## src/rtl/error_control_seq_pkg.sv

```systemverilog
// -----------------------------------------------------------------------------
// error_control_seq_pkg
// Shared definitions for the sequential goal-error controller:
//   - FSM state encoding (also exported on the debug state bus)
//   - axis indices, which double as the correction priority (lower = higher)
//   - default word format and threshold/velocity magnitudes in whole units
//   - helper that maps an axis index to its ALIGN state
// Words are sign-magnitude: bit [N-1] is the sign, bits [N-2:0] the magnitude
// with FRAC_BITS fractional bits. +0 is all zeros.
// -----------------------------------------------------------------------------
package error_control_seq_pkg;

  typedef enum logic [2:0] {
    ST_IDLE    = 3'd0,
    ST_ALIGN_Y = 3'd1,
    ST_ALIGN_X = 3'd2,
    ST_ALIGN_Z = 3'd3,
    ST_SETTLE  = 3'd4,
    ST_GOAL    = 3'd5
  } state_e;

  localparam int AXES = 3;

  // Axis index order is the correction priority: Y first, then X, then Z.
  localparam logic [1:0] AX_Y = 2'd0;
  localparam logic [1:0] AX_X = 2'd1;
  localparam logic [1:0] AX_Z = 2'd2;

  localparam int DEF_N_WIDTH    = 17;
  localparam int DEF_FRAC_BITS  = 8;
  localparam int DEF_H_INT      = 10;  // enter threshold, cm or deg
  localparam int DEF_HYST_INT   = 2;   // exit margin below enter threshold
  localparam int DEF_VMAG_INT   = 30;  // command magnitude, cm/s
  localparam int DEF_RAMP_INT   = 3;   // ramp increment per sample
  localparam int DEF_SETTLE_CNT = 16;

  // ALIGN states are laid out consecutively after IDLE in axis order.
  function automatic state_e align_state(input logic [1:0] ax);
    return state_e'(3'(ax) + 3'd1);
  endfunction

endpackage

```

## src/rtl/error_control_seq_sm_mag_cmp.sv

```systemverilog
// -----------------------------------------------------------------------------
// sm_mag_cmp
// Sign-magnitude threshold comparator for one error axis.
//   e_i     : error word, sign-magnitude
//   enter_o : |e| >  H          (start correcting this axis)
//   stay_o  : |e| >  H - HYST   (keep correcting once started)
//   neg_o   : error is strictly negative; -0 reports as non-negative
// Only the magnitude field is compared, so -0 behaves exactly like +0.
// -----------------------------------------------------------------------------
module sm_mag_cmp #(
  parameter int                 N_WIDTH = 17,
  parameter logic [N_WIDTH-1:0] H       = '0,
  parameter logic [N_WIDTH-1:0] HYST    = '0
) (
  input  logic [N_WIDTH-1:0] e_i,
  output logic               enter_o,
  output logic               stay_o,
  output logic               neg_o
);

  localparam int MW = N_WIDTH - 1;
  localparam logic [MW-1:0] H_MAG    = H[MW-1:0];
  localparam logic [MW-1:0] EXIT_MAG = H_MAG - HYST[MW-1:0];

  logic [MW-1:0] mag;

  assign mag     = e_i[MW-1:0];
  assign enter_o = mag > H_MAG;
  assign stay_o  = mag > EXIT_MAG;
  assign neg_o   = e_i[MW] & (|mag);

endmodule

```

## src/rtl/error_control_seq.sv

```systemverilog
// -----------------------------------------------------------------------------
// error_control_seq
// Clocked goal-error controller between pose-error computation and the
// inverse-kinematics stage. Corrects one axis at a time (Y, then X, then Z)
// with enter/exit hysteresis, then requires SETTLE_CNT consecutive in-band
// samples while settling before declaring goal.
//
// Ports
//   ERROR_CTRL_SEQ_CLOCK_50          in   clock
//   ERROR_CTRL_SEQ_RESET_InLow       in   async reset, active low
//   ERROR_CTRL_SEQ_ENABLE_InHigh     in   run request; low returns to IDLE
//   ERROR_CTRL_SEQ_VALID_InHigh      in   X/Y/Z error sample valid
//   ERROR_CTRL_SEQ_{X,Y,Z}_InBus     in   sign-magnitude errors
//   ERROR_CTRL_SEQ_{VX,VY,WZ}_OutBus out  sign-magnitude velocity commands
//   ERROR_CTRL_SEQ_OUTVALID_OutHigh  out  one-cycle pulse after a command update
//   ERROR_CTRL_SEQ_GOAL_FLAG         out  goal reached, active low
//   ERROR_CTRL_SEQ_STATE_OutBus      out  FSM state (debug)
//
// Build option
//   ERROR_CTRL_RAMP_EN : active-axis command magnitude ramps by RAMP_STEP per
//   valid sample up to V_MAG, restarting at RAMP_STEP on axis entry or sign
//   flip. Undefined: commands are full V_MAG immediately.
// -----------------------------------------------------------------------------
module error_control_seq
  import error_control_seq_pkg::*;
#(
  parameter int                 N_WIDTH    = DEF_N_WIDTH,
  parameter int                 FRAC_BITS  = DEF_FRAC_BITS,
  parameter logic [N_WIDTH-1:0] H_Y        = N_WIDTH'(DEF_H_INT)    << FRAC_BITS,
  parameter logic [N_WIDTH-1:0] H_X        = N_WIDTH'(DEF_H_INT)    << FRAC_BITS,
  parameter logic [N_WIDTH-1:0] H_Z        = N_WIDTH'(DEF_H_INT)    << FRAC_BITS,
  parameter logic [N_WIDTH-1:0] HYST       = N_WIDTH'(DEF_HYST_INT) << FRAC_BITS,
  parameter logic [N_WIDTH-1:0] V_MAG      = N_WIDTH'(DEF_VMAG_INT) << FRAC_BITS,
  parameter int                 SETTLE_CNT = DEF_SETTLE_CNT,
  parameter logic [N_WIDTH-1:0] RAMP_STEP  = N_WIDTH'(DEF_RAMP_INT) << FRAC_BITS
) (
  input  logic               ERROR_CTRL_SEQ_CLOCK_50,
  input  logic               ERROR_CTRL_SEQ_RESET_InLow,
  input  logic               ERROR_CTRL_SEQ_ENABLE_InHigh,
  input  logic               ERROR_CTRL_SEQ_VALID_InHigh,
  input  logic [N_WIDTH-1:0] ERROR_CTRL_SEQ_X_InBus,
  input  logic [N_WIDTH-1:0] ERROR_CTRL_SEQ_Y_InBus,
  input  logic [N_WIDTH-1:0] ERROR_CTRL_SEQ_Z_InBus,
  output logic [N_WIDTH-1:0] ERROR_CTRL_SEQ_VX_OutBus,
  output logic [N_WIDTH-1:0] ERROR_CTRL_SEQ_VY_OutBus,
  output logic [N_WIDTH-1:0] ERROR_CTRL_SEQ_WZ_OutBus,
  output logic               ERROR_CTRL_SEQ_OUTVALID_OutHigh,
  output logic               ERROR_CTRL_SEQ_GOAL_FLAG,
  output logic [2:0]         ERROR_CTRL_SEQ_STATE_OutBus
);

  localparam int MW    = N_WIDTH - 1;
  localparam int CNT_W = $clog2(SETTLE_CNT + 1);
  localparam logic [CNT_W-1:0] CNT_LAST = CNT_W'(SETTLE_CNT - 1);
  localparam logic [MW-1:0]    V_MAG_M  = V_MAG[MW-1:0];

  // Elaboration-time guard on the parameter set.
  if (SETTLE_CNT < 1 || HYST > H_Y || HYST > H_X || HYST > H_Z || RAMP_STEP == '0)
  begin : g_param_check
    $error("error_control_seq: illegal parameter set");
  end

  // ---------------------------------------------------------------------------
  // Per-axis comparators, indexed in priority order (Y, X, Z)
  // ---------------------------------------------------------------------------
  localparam logic [AXES-1:0][N_WIDTH-1:0] H_ARR = {H_Z, H_X, H_Y};

  logic [AXES-1:0][N_WIDTH-1:0] err;
  logic [AXES-1:0]              ent, stay, neg;

  assign err = {ERROR_CTRL_SEQ_Z_InBus, ERROR_CTRL_SEQ_X_InBus, ERROR_CTRL_SEQ_Y_InBus};

  for (genvar g = 0; g < AXES; g++) begin : g_cmp
    sm_mag_cmp #(
      .N_WIDTH (N_WIDTH),
      .H       (H_ARR[g]),
      .HYST    (HYST)
    ) u_cmp (
      .e_i     (err[g]),
      .enter_o (ent[g]),
      .stay_o  (stay[g]),
      .neg_o   (neg[g])
    );
  end

  // ---------------------------------------------------------------------------
  // State and output registers
  // ---------------------------------------------------------------------------
  state_e             state_q, state_d;
  logic [CNT_W-1:0]   cnt_q, cnt_d;
  logic [N_WIDTH-1:0] vx_q, vy_q, wz_q, vx_d, vy_d, wz_d;
  logic               ov_q;
  logic               goal_n_q;
  logic [MW-1:0]      mag_d;
`ifdef ERROR_CTRL_RAMP_EN
  localparam logic [MW-1:0] STEP_MAG = RAMP_STEP[MW-1:0];
  localparam logic [MW-1:0] STEP_SAT = (STEP_MAG > V_MAG_M) ? V_MAG_M : STEP_MAG;
  logic [MW-1:0] mag_q;
  logic          cmd_neg_q;   // error sign behind the current command
  logic [MW:0]   sum;
`endif

  logic       act_vld, first_vld, nxt_align, nxt_neg;
  logic [1:0] act_ax, first_ax, nxt_ax;

  always_comb begin
    act_vld = 1'b0;
    act_ax  = AX_Y;
    case (state_q)
      ST_ALIGN_Y: begin act_vld = 1'b1; act_ax = AX_Y; end
      ST_ALIGN_X: begin act_vld = 1'b1; act_ax = AX_X; end
      ST_ALIGN_Z: begin act_vld = 1'b1; act_ax = AX_Z; end
      default:    ;
    endcase

    first_vld = |ent;
    first_ax  = ent[AX_Y] ? AX_Y : (ent[AX_X] ? AX_X : AX_Z);

    state_d = state_q;
    cnt_d   = '0;
    // A higher-priority entering axis preempts; otherwise the active axis is
    // kept while its stay test holds, and only then is the next entering axis
    // (or settling) considered.
    if (first_vld && (!act_vld || first_ax < act_ax || !stay[act_ax])) begin
      state_d = align_state(first_ax);
    end else if (act_vld && stay[act_ax]) begin
      state_d = state_q;
    end else if (state_q == ST_SETTLE) begin
      // SETTLE_CNT in-band samples seen while settling reach goal.
      if (cnt_q == CNT_LAST) state_d = ST_GOAL;
      else                   cnt_d   = cnt_q + 1'b1;
    end else if (state_q == ST_GOAL) begin
      state_d = ST_GOAL;
    end else begin
      state_d = ST_SETTLE;
    end

    nxt_align = 1'b1;
    nxt_ax    = AX_Y;
    case (state_d)
      ST_ALIGN_Y: nxt_ax = AX_Y;
      ST_ALIGN_X: nxt_ax = AX_X;
      ST_ALIGN_Z: nxt_ax = AX_Z;
      default:    nxt_align = 1'b0;
    endcase
    nxt_neg = neg[nxt_ax];

`ifdef ERROR_CTRL_RAMP_EN
    sum = {1'b0, mag_q} + {1'b0, STEP_MAG};
    if (!nxt_align)                                     mag_d = '0;
    else if (state_d != state_q || nxt_neg != cmd_neg_q) mag_d = STEP_SAT;
    else if (sum > {1'b0, V_MAG_M})                      mag_d = V_MAG_M;
    else                                                 mag_d = sum[MW-1:0];
`else
    mag_d = nxt_align ? V_MAG_M : '0;
`endif

    // VY opposes the X error; VX and WZ follow their error's sign.
    vx_d = '0;
    vy_d = '0;
    wz_d = '0;
    case (state_d)
      ST_ALIGN_Y: vx_d = {nxt_neg, mag_d};
      ST_ALIGN_X: vy_d = {~nxt_neg, mag_d};
      ST_ALIGN_Z: wz_d = {nxt_neg, mag_d};
      default:    ;
    endcase
  end

  always_ff @(posedge ERROR_CTRL_SEQ_CLOCK_50 or negedge ERROR_CTRL_SEQ_RESET_InLow) begin
    if (!ERROR_CTRL_SEQ_RESET_InLow) begin
      state_q   <= ST_IDLE;
      cnt_q     <= '0;
      vx_q      <= '0;
      vy_q      <= '0;
      wz_q      <= '0;
      ov_q      <= 1'b0;
      goal_n_q  <= 1'b1;
`ifdef ERROR_CTRL_RAMP_EN
      mag_q     <= '0;
      cmd_neg_q <= 1'b0;
`endif
    end else if (!ERROR_CTRL_SEQ_ENABLE_InHigh) begin
      // Disable wins over VALID; the update pulse is given only on the edge
      // that actually leaves a running state.
      ov_q      <= (state_q != ST_IDLE);
      state_q   <= ST_IDLE;
      cnt_q     <= '0;
      vx_q      <= '0;
      vy_q      <= '0;
      wz_q      <= '0;
      goal_n_q  <= 1'b1;
`ifdef ERROR_CTRL_RAMP_EN
      mag_q     <= '0;
`endif
    end else if (ERROR_CTRL_SEQ_VALID_InHigh) begin
      ov_q      <= 1'b1;
      state_q   <= state_d;
      cnt_q     <= cnt_d;
      vx_q      <= vx_d;
      vy_q      <= vy_d;
      wz_q      <= wz_d;
      goal_n_q  <= (state_d != ST_GOAL);
`ifdef ERROR_CTRL_RAMP_EN
      mag_q     <= mag_d;
      cmd_neg_q <= nxt_neg;
`endif
    end else begin
      ov_q      <= 1'b0;
    end
  end

  assign ERROR_CTRL_SEQ_VX_OutBus        = vx_q;
  assign ERROR_CTRL_SEQ_VY_OutBus        = vy_q;
  assign ERROR_CTRL_SEQ_WZ_OutBus        = wz_q;
  assign ERROR_CTRL_SEQ_OUTVALID_OutHigh = ov_q;
  assign ERROR_CTRL_SEQ_GOAL_FLAG        = goal_n_q;
  assign ERROR_CTRL_SEQ_STATE_OutBus     = state_q;

endmodule

```

## config.mk

```make
export PLATFORM = sky130hd
export DESIGN_NAME = error_control_seq
export DESIGN_NICKNAME = d
export VERILOG_FILES = /design/src/rtl/error_control_seq_pkg.sv /design/src/rtl/error_control_seq_sm_mag_cmp.sv /design/src/rtl/error_control_seq.sv
export SDC_FILE = /design/constraint.sdc
export NUM_CORES = 1
export LEC_CHECK = 0
export CELL_PAD_IN_SITES_DETAIL_PLACEMENT = 0
export CELL_PAD_IN_SITES_GLOBAL_PLACEMENT = 1
export CORE_MARGIN = 2
export CORE_UTILIZATION = 40
export CTS_CLUSTER_DIAMETER = 40
export DETAILED_ROUTE_END_ITERATION = 10
export DONT_BUFFER_PORTS = 1
export PLACE_DENSITY_LB_ADDON = 0.1
export SYNTH_ARGS = -nofsm -noshare
export SYNTH_HDL_FRONTEND = slang
export SYNTH_SLANG_ARGS = --single-unit
export TNS_END_PERCENT = 10
```

## constraint.sdc

```tcl
create_clock -name ERROR_CTRL_SEQ_CLOCK_50 -period 2.8 [get_ports ERROR_CTRL_SEQ_CLOCK_50]
set_clock_uncertainty 0.15 [all_clocks]
set_input_delay 0.7 -clock ERROR_CTRL_SEQ_CLOCK_50 [delete_from_list [all_inputs] [get_ports ERROR_CTRL_SEQ_CLOCK_50]]
set_output_delay 0.7 -clock ERROR_CTRL_SEQ_CLOCK_50 [all_outputs]
set_load 0.02 [all_outputs]
```

### Word level (Yosys, flattened, before mapping)

Index checks and enable logic that the tools add are counted.

| operators by class | value |
|---|---|
| reduce and logical (&&, ||, !) cells | 13 |
| bitwise logic cells | 4 |
| add/subtract/negate cells | 2 |
| $lt $le $gt $ge | 9 |
| multiplexer cells | 37 |
| equal/unequal tests | 11 |

Operators by type and width:

| cell | number |
|---|---|
| two-way mux 17 bit | 9 |
| > comparator 16 x 12 -> 1 bit, second input constant | 6 |
| OR reduction 16 bit | 3 |
| two-way mux 5 bit | 6 |
| two-way mux 3 bit | 6 |
| two-way mux 13 bit | 1 |
| == test 3 x 2 -> 1 bit, second input constant | 4 |
| two-way mux 1 bit | 9 |
| OR reduction 3 bit | 3 |
| case mux 2 bit (2 select lines) | 2 |
| == test 3 x 1 -> 1 bit, second input constant | 2 |
| == test 3 bit, second input constant | 2 |
| less-than comparator 2 x 3 -> 1 bit, second input constant | 2 |
| adder 5 x 1 -> 5 bit, second input constant | 1 |
| == test 5 x 4 -> 1 bit, second input constant | 1 |
| binary-select mux 1 bit (select 2 bit) | 2 |
| two-way mux 2 bit | 2 |
| adder 2 x 1 -> 3 bit, second input constant | 1 |
| AND 1 bit | 3 |
| != test 3 bit, second input constant | 1 |
| nonzero test 3 bit | 1 |
| logical AND 1 bit | 2 |
| zero test 1 bit | 2 |
| logical OR 1 bit | 2 |
| 3 further kinds | 3 |

| word-level totals | value |
|---|---|
| bits of input ports | 55 |
| flip-flop bits (word level) | 61 |
| output and inout port bits | 56 |

### Logic depth before layout (Yosys ltp)

| depth | value |
|---|---|
| depth in word-level cells | 16 |
| gate-level depth with buffers | 10 |
| mapped depth without buffers | 10 |

### Modules after synthesis

From an unflattened synthesis, not the netlist that was laid out.

| second synthesis, totals | value |
|---|---|
| cell total of the unflattened synthesis | 196 |
| area total of the unflattened synthesis | 1605.3 sq um |

Modules (own cells, without submodules):

| module | area each (sq um) | times used | cells an instance |
|---|---|---|---|
| error_control_seq | 1335.0 | 1 | 154 |
| sm_mag_cmp | 90.1 | 3 | 14 |

### Least setup slack after synthesis

Ideal clock, no wire load.

| timing | value |
|---|---|
| path kind | input to register |
| start point | input ERROR_CTRL_SEQ_X_InBus[14] |
| end point | register goal_n_q (netlist: ERROR_CTRL_SEQ_GOAL_FLAG) |
| data required time | 2567 ps |
| stages on the path | 9 |
| arrival time | 2816 ps |
| path buffers | 0 |
| path slack | -249 ps |
| cell sequence | or4_4 a21oi_2 and2_1 ha_1 a21oi_1 o31ai_1 a2bb2oi_1 nand3_1 o32a_1 |

| on the way | value |
|---|---|
| cells in the longest elaborated chain, start to end | 11 |
| elaborated cells between the ends (all ways) | 19 |
| those cells by class | add/sub (1); order compare (3); eq/ne (1); mux (8); reduce/logical (6) |

RTL lines:

| what | line | RTL |
|---|---|---|
| start: declaration | error_control_seq.sv:41 | `input logic [N_WIDTH-1:0] ERROR_CTRL_SEQ_X_InBus,` |
| > comparator 16 x 12 -> 1 bit | error_control_seq_sm_mag_cmp.sv:28 | `assign enter_o = mag > H_MAG;` |
| two-way mux 2 bit (2 in series) | error_control_seq.sv:117 | `first_ax = ent[AX_Y] ? AX_Y : (ent[AX_X] ? AX_X : AX_Z);` |
| less-than comparator 2 bit | error_control_seq.sv:124 | `if (first_vld && (!act_vld \|\| first_ax < act_ax \|\| !stay[act_ax])) begin` |
| logical OR 1 bit (2 in series) | error_control_seq.sv:124 |  |
| logical AND 1 bit | error_control_seq.sv:124 |  |
| two-way mux 3 bit * | error_control_seq.sv:124 |  |
| != test 3 bit * | error_control_seq.sv:203 | `goal_n_q <= (state_d != ST_GOAL);` |
| two-way mux 1 bit * | error_control_seq.sv:196 | `end else if (ERROR_CTRL_SEQ_VALID_InHigh) begin` |
| two-way mux 1 bit * | error_control_seq.sv:183 | `end else if (!ERROR_CTRL_SEQ_ENABLE_InHigh) begin` |
| end signal: assignment | error_control_seq.sv:203 |  |
| end: declaration | error_control_seq.sv:93 | `logic goal_n_q;` |

Every way passes the cells marked *; elsewhere a longest branch is shown, timed or not. The select of a mux whose other input is x is not followed.
A chain may end at the register's enable or synchronous reset.

### Worst setup path after layout

| timing | value |
|---|---|
| start point | input ERROR_CTRL_SEQ_X_InBus[14] |
| end point | register vx_q[16] (netlist: ERROR_CTRL_SEQ_VX_OutBus[16]) |

| on the way | value |
|---|---|
| cells in the longest elaborated chain, start to end | 15 |
| elaborated cells between the ends (all ways) | 27 |
| those cells by class | add/sub (1); order compare (3); eq/ne (3); mux (12); bitwise (1); reduce/logical (7) |

RTL lines:

| what | line | RTL |
|---|---|---|
| > comparator 16 x 12 -> 1 bit | error_control_seq_sm_mag_cmp.sv:28 |  |
| two-way mux 2 bit (2 in series) | error_control_seq.sv:117 |  |
| less-than comparator 2 bit | error_control_seq.sv:124 |  |
| logical OR 1 bit (2 in series) | error_control_seq.sv:124 |  |
| logical AND 1 bit | error_control_seq.sv:124 |  |
| two-way mux 3 bit | error_control_seq.sv:124 |  |
| == test 3 x 2 -> 1 bit | error_control_seq.sv:140 | `case (state_d)` |
| case mux 2 bit (2 select lines) | error_control_seq.sv:140 |  |
| binary-select mux 1 bit (select 2 bit) | error_control_seq.sv:146 | `nxt_neg = neg[nxt_ax];` |
| two-way mux 1 bit (not written as such) | error_control_seq.sv:146 |  |
| two-way mux 17 bit * | error_control_seq.sv:162 | `case (state_d)` |
| two-way mux 17 bit * | error_control_seq.sv:196 |  |
| two-way mux 17 bit * | error_control_seq.sv:183 |  |
| end signal: assignment | error_control_seq.sv:200 | `vx_q <= vx_d;` |
| end: declaration | error_control_seq.sv:91 | `logic [N_WIDTH-1:0] vx_q, vy_q, wz_q, vx_d, vy_d, wz_d;` |

Marks and branches as above.

==> flow_summary_export.csv <==
group,metric,value,unit
placement,port_buffers,0,
routing,wl,3.68,mm
logic_synthesis,synth_seq_area_share,26.0,%
setup_path,worstPathCellList,"or4_4 -> a21oi_4 -> and2_4 -> ha_4 -> inv_2 -> o31ai_2 -> nand2_1 -> a221o_1 -> o31ai_2",
sta,worst-slew-pin-transition,0.864,ns
routing,avgViaCountPerCell,5.39,
power,clock_power_share,28.6,%
global_routing,via_count_of_the_first_global_routing_pass,1342,
sta,final_period_minus_worst_setup_slack,2.75,ns
logic_synthesis,average_footprint_of_a_synthesized_cell,8.43,µm²
setup_path,worst_setup_path_startpoint,"ERROR_CTRL_SEQ_X_InBus[14]",
layout,antenna_cells,0,
global_routing,initial_antenna_violation_count,0,
cts,tritoncts,"built",
setup_path,cell_with_the_largest_stage_delay_on_the_worst_path,"sky130_fd_sc_hd__or4_4",
power,worst_vdd_rail_ir_drop,0.130,mV
setup_path,sum_of_buffers_and_inverters_on_the_critical_path,1,
floorplanning,die-width,66.1,µm
placement,hpwlAfterDp,3.06,mm
power,share_comb_of_total_power,27.9,%
logic_synthesis,netlist_area,1540,µm²
layout,fin_nets,251,
layout,layout-area-overhead-vs-synth,7.46,%
setup_path,start_kind,"primary input",
setup_path,arrival,2.75,ns
setup_path,worst-path-stages,9,
setup_path,max_stage_delay,0.54,ns
cts,cts.htree.levels,1,
power,sequentialPowerShare,43.5,%
cts,total_cts_buffers,3,
floorplanning,starting_utilization_of_the_core_area,41.8,%
sta,period_share,98.2,%
routing,post-route-drc-count,0,
setup_path,crit_fanout,4,
sta,fin_tns_setup,0,ns
setup_path,timing.critical_path.to_type,"register",
sta,finalHoldViolCount,0,
global_routing,grt_overflow_total,0,
cts,cts_root_buffer,"sky130_fd_sc_hd__clkbuf_8",
outcome,result_of_the_run,"completed",
setup_path,cp_common_cell,"sky130_fd_sc_hd__o31ai_2",
sta,max_freq,0.364,GHz
cts,clk_pin_slew,0.06,ns
cts,clkLatencyLatePin,0.24,ns
logic_synthesis,postSynthRegisterBits,16,
setup_path,timing.rr.start,"ERROR_CTRL_SEQ_STATE_OutBus[0]",
hold_path,min-delay-path-class,"in -> async",
routing,drt-initial-drc-count,26,
logic_synthesis,synth-async-reset-ratio,100,%
placement,place.detailed.instances,235,
floorplanning,coreArea,3690,µm²
power,cellInternalPower,0.000397,W
floorplanning,design.die.area,4370,µm²
routing,dr.pass1.iters,4,
floorplanning,core.rowCount,22,
sta,setup_violations,0,
routing,ant_nets_after_route,0,
logic_synthesis,synth-edff-count,0,
setup_path,crit-reg2reg-capture,"ERROR_CTRL_SEQ_WZ_OutBus[16]",
global_routing,grt_max_degree,16,
logic_synthesis,synth_cell_types,50,
logic_synthesis,postSynthCellCount,183,
power,power-per-cell-area,371,nW/µm²
routing,routedWlPerCell,15.3,µm
layout,fraction_of_final_layout_cells_sized_beyond_drive_strength_1,22.4,%
sta,slew_headroom,42.3,%
setup_path,regToRegSetupSlack,0.33,ns
layout,final_core_utilization,44.9,%
floorplanning,boundaryPins,111,
job,drv.max_cap_violation_count,0,
sta,report.final.slew_viol_count,0,
sta,grt_setup_unrepaired,"yes",
global_routing,grt_pass1_wl,5.82,mm
setup_path,worst-endpoint-required,2.80,ns
logic_synthesis,yosys_warnings,0,
power,total_leakage_power,0.728,nW
routing,routed-via-count,1293,
logic_synthesis,synthFlopType,"sky130_fd_sc_hd__dfrtp_1",
layout,layoutNonFillerInstCount,240,
floorplanning,die_height,66.1,µm
cts,clock-sinks,16,
setup_path,r2r.worst_path.cells,7,
setup_path,worst_setup_path_endpoint,"ERROR_CTRL_SEQ_VX_OutBus[16]",
placement,routabilityCongestion,0.812,
setup_path,path_delay_family,"compound AO/OA/AOI/OAI gates",
power,switchingPower,0.000218,W
cts,cts_max_path_buffers,2,
setup_path,path_class,"in -> reg",
power,switching_fraction_of_total_power,35.5,%
global_routing,total_grt_usage,16.9,%
cts,cts.repair_timing.setup_buffer_count,0,
-- layout make-up --
class,count,area (µm²)
clock buffer,4,45.0
fill,384,2030
inverter,7,26.3
multi-input combinational,149,1000
sequential,16,402
tap,48,60.1
timing repair buffer,16,123
-- cell families (layout without fill, tap and decap cells) --
| family | after synthesis | in the layout | synth area share [%] |
|---|---|---|---|
| AND/OR/NAND/NOR | 64 | 64 | 23.9 |
| XOR/XNOR | 1 | 1 | 0.568 |
| flip-flops | 16 | 16 | 26.0 |
| adder cells (fa/ha/maj) | 3 | 3 | 2.43 |
| buffers and inverters | 53 | 27 | 23.8 |
| AO/OA/AOI/OAI | 45 | 45 | 23.0 |
| other | 1 | 36 | 0.243 |
-- sequential cells by signal, summed over array words and instances (netlist names) --
register and count:
ERROR_CTRL_SEQ_WZ_OutBus 2, ERROR_CTRL_SEQ_VX_OutBus 2, ERROR_CTRL_SEQ_GOAL_FLAG 1, ERROR_CTRL_SEQ_OUTVALID_OutHigh 1, cnt_q 5, ERROR_CTRL_SEQ_VY_OutBus 2, ERROR_CTRL_SEQ_STATE_OutBus 3
-- how the worst min path moves through the flow --
stage                                            to  cells after the start  slack (ns)
floorplan           ERROR_CTRL_SEQ_OUTVALID_OutHigh                      0        0.25
global placement                           cnt_q[0]                      0        0.25
detailed placement                         cnt_q[0]                      0        0.25
CTS                        ERROR_CTRL_SEQ_GOAL_FLAG                      0        0.14
global route               ERROR_CTRL_SEQ_GOAL_FLAG                      0        0.13
finish                     ERROR_CTRL_SEQ_GOAL_FLAG                      0        0.15
-- power groups by stage --
| stage | Combinational, W | Sequential [W] | Clock (W) |
|---|---|---|---|
| 2_1_floorplan | 0.000179 | 0.000262 | 0 |
| 3_3_place_gp | 0.000155 | 0.000272 | 0 |
| 3_5_place_dp | 0.000156 | 0.000272 | 0 |
| 4_1_cts | 0.000163 | 0.000268 | 0.000180 |
| 5_1_grt | 0.000188 | 0.000270 | 0.000192 |
| 6_report | 0.000172 | 0.000268 | 0.000176 |
-- per-stage QoR --
step	area, µm²	power [W]	hold WS, ns	setup WS, ns
6_report	1660	0.000615	0.147	0.0503
5_1_grt	1660	0.000651	0.134	-0.0637
4_1_cts	1590	0.000611	0.143	-0.0247
3_5_place_dp	1530	0.000428	0.255	-0.289
3_3_place_gp	1530	0.000427	0.255	-0.265
2_1_floorplan	1700	0.000441	0.254	-0.154
-- metal layers --
layer	global-route usage, %	part of all wire, %	vias to the layer above	routed length, µm
met3	2.90	9.4	2	347
met4	5.36	0.98	0	36
met5	0	0	-	0
met2	31.8	52	67	1900
met1	19.1	38	616	1400
li1	-	-	608	-
-- cell usage in the layout (no fill, tap or decap), types with 3 or more instances in the layout --
| cell type | instances |
|---|---|
| sky130_fd_sc_hd__a21oi_1 | 3 |
| sky130_fd_sc_hd__nand3_1 | 5 |
| sky130_fd_sc_hd__clkbuf_8 | 3 |
| sky130_fd_sc_hd__o31ai_2 | 3 |
| sky130_fd_sc_hd__inv_1 | 6 |
| sky130_fd_sc_hd__conb_1 | 36 |
| sky130_fd_sc_hd__nor4_1 | 3 |
| sky130_fd_sc_hd__buf_4 | 15 |
| sky130_fd_sc_hd__o21ai_0 | 6 |
| sky130_fd_sc_hd__nand2_1 | 11 |
| sky130_fd_sc_hd__nor2b_1 | 3 |
| sky130_fd_sc_hd__and2_1 | 4 |
| sky130_fd_sc_hd__nor4_4 | 3 |
| sky130_fd_sc_hd__nor3_1 | 3 |
| sky130_fd_sc_hd__o21a_1 | 4 |
| sky130_fd_sc_hd__dfrtp_1 | 15 |
| sky130_fd_sc_hd__nor2_1 | 14 |
-- what timing repair did --
item                       in CTS  in global routing
hold endpoints to repair       15                  0
resized for setup               2                 12
hold buffers                    1                  0
pin swaps                       0                  2
setup endpoints to repair       3                 13
-- synthesized netlist by cell type (4+ instances only) --
cell / count / area, µm²
sky130_fd_sc_hd__nor4_1: 4 / 25.0
sky130_fd_sc_hd__buf_4: 45 / 338
sky130_fd_sc_hd__nor2_1: 16 / 60.1
sky130_fd_sc_hd__o21a_1: 4 / 30.0
sky130_fd_sc_hd__dfrtp_1: 15 / 375
sky130_fd_sc_hd__nand3_1: 5 / 25.0
sky130_fd_sc_hd__nand2_1: 11 / 41.3
sky130_fd_sc_hd__a21oi_1: 5 / 25.0
sky130_fd_sc_hd__inv_1: 7 / 26.3
sky130_fd_sc_hd__o31ai_1: 4 / 30.0
sky130_fd_sc_hd__and2_1: 5 / 31.3
sky130_fd_sc_hd__o21ai_0: 6 / 30.0
(Power assumes the default switching activity.)
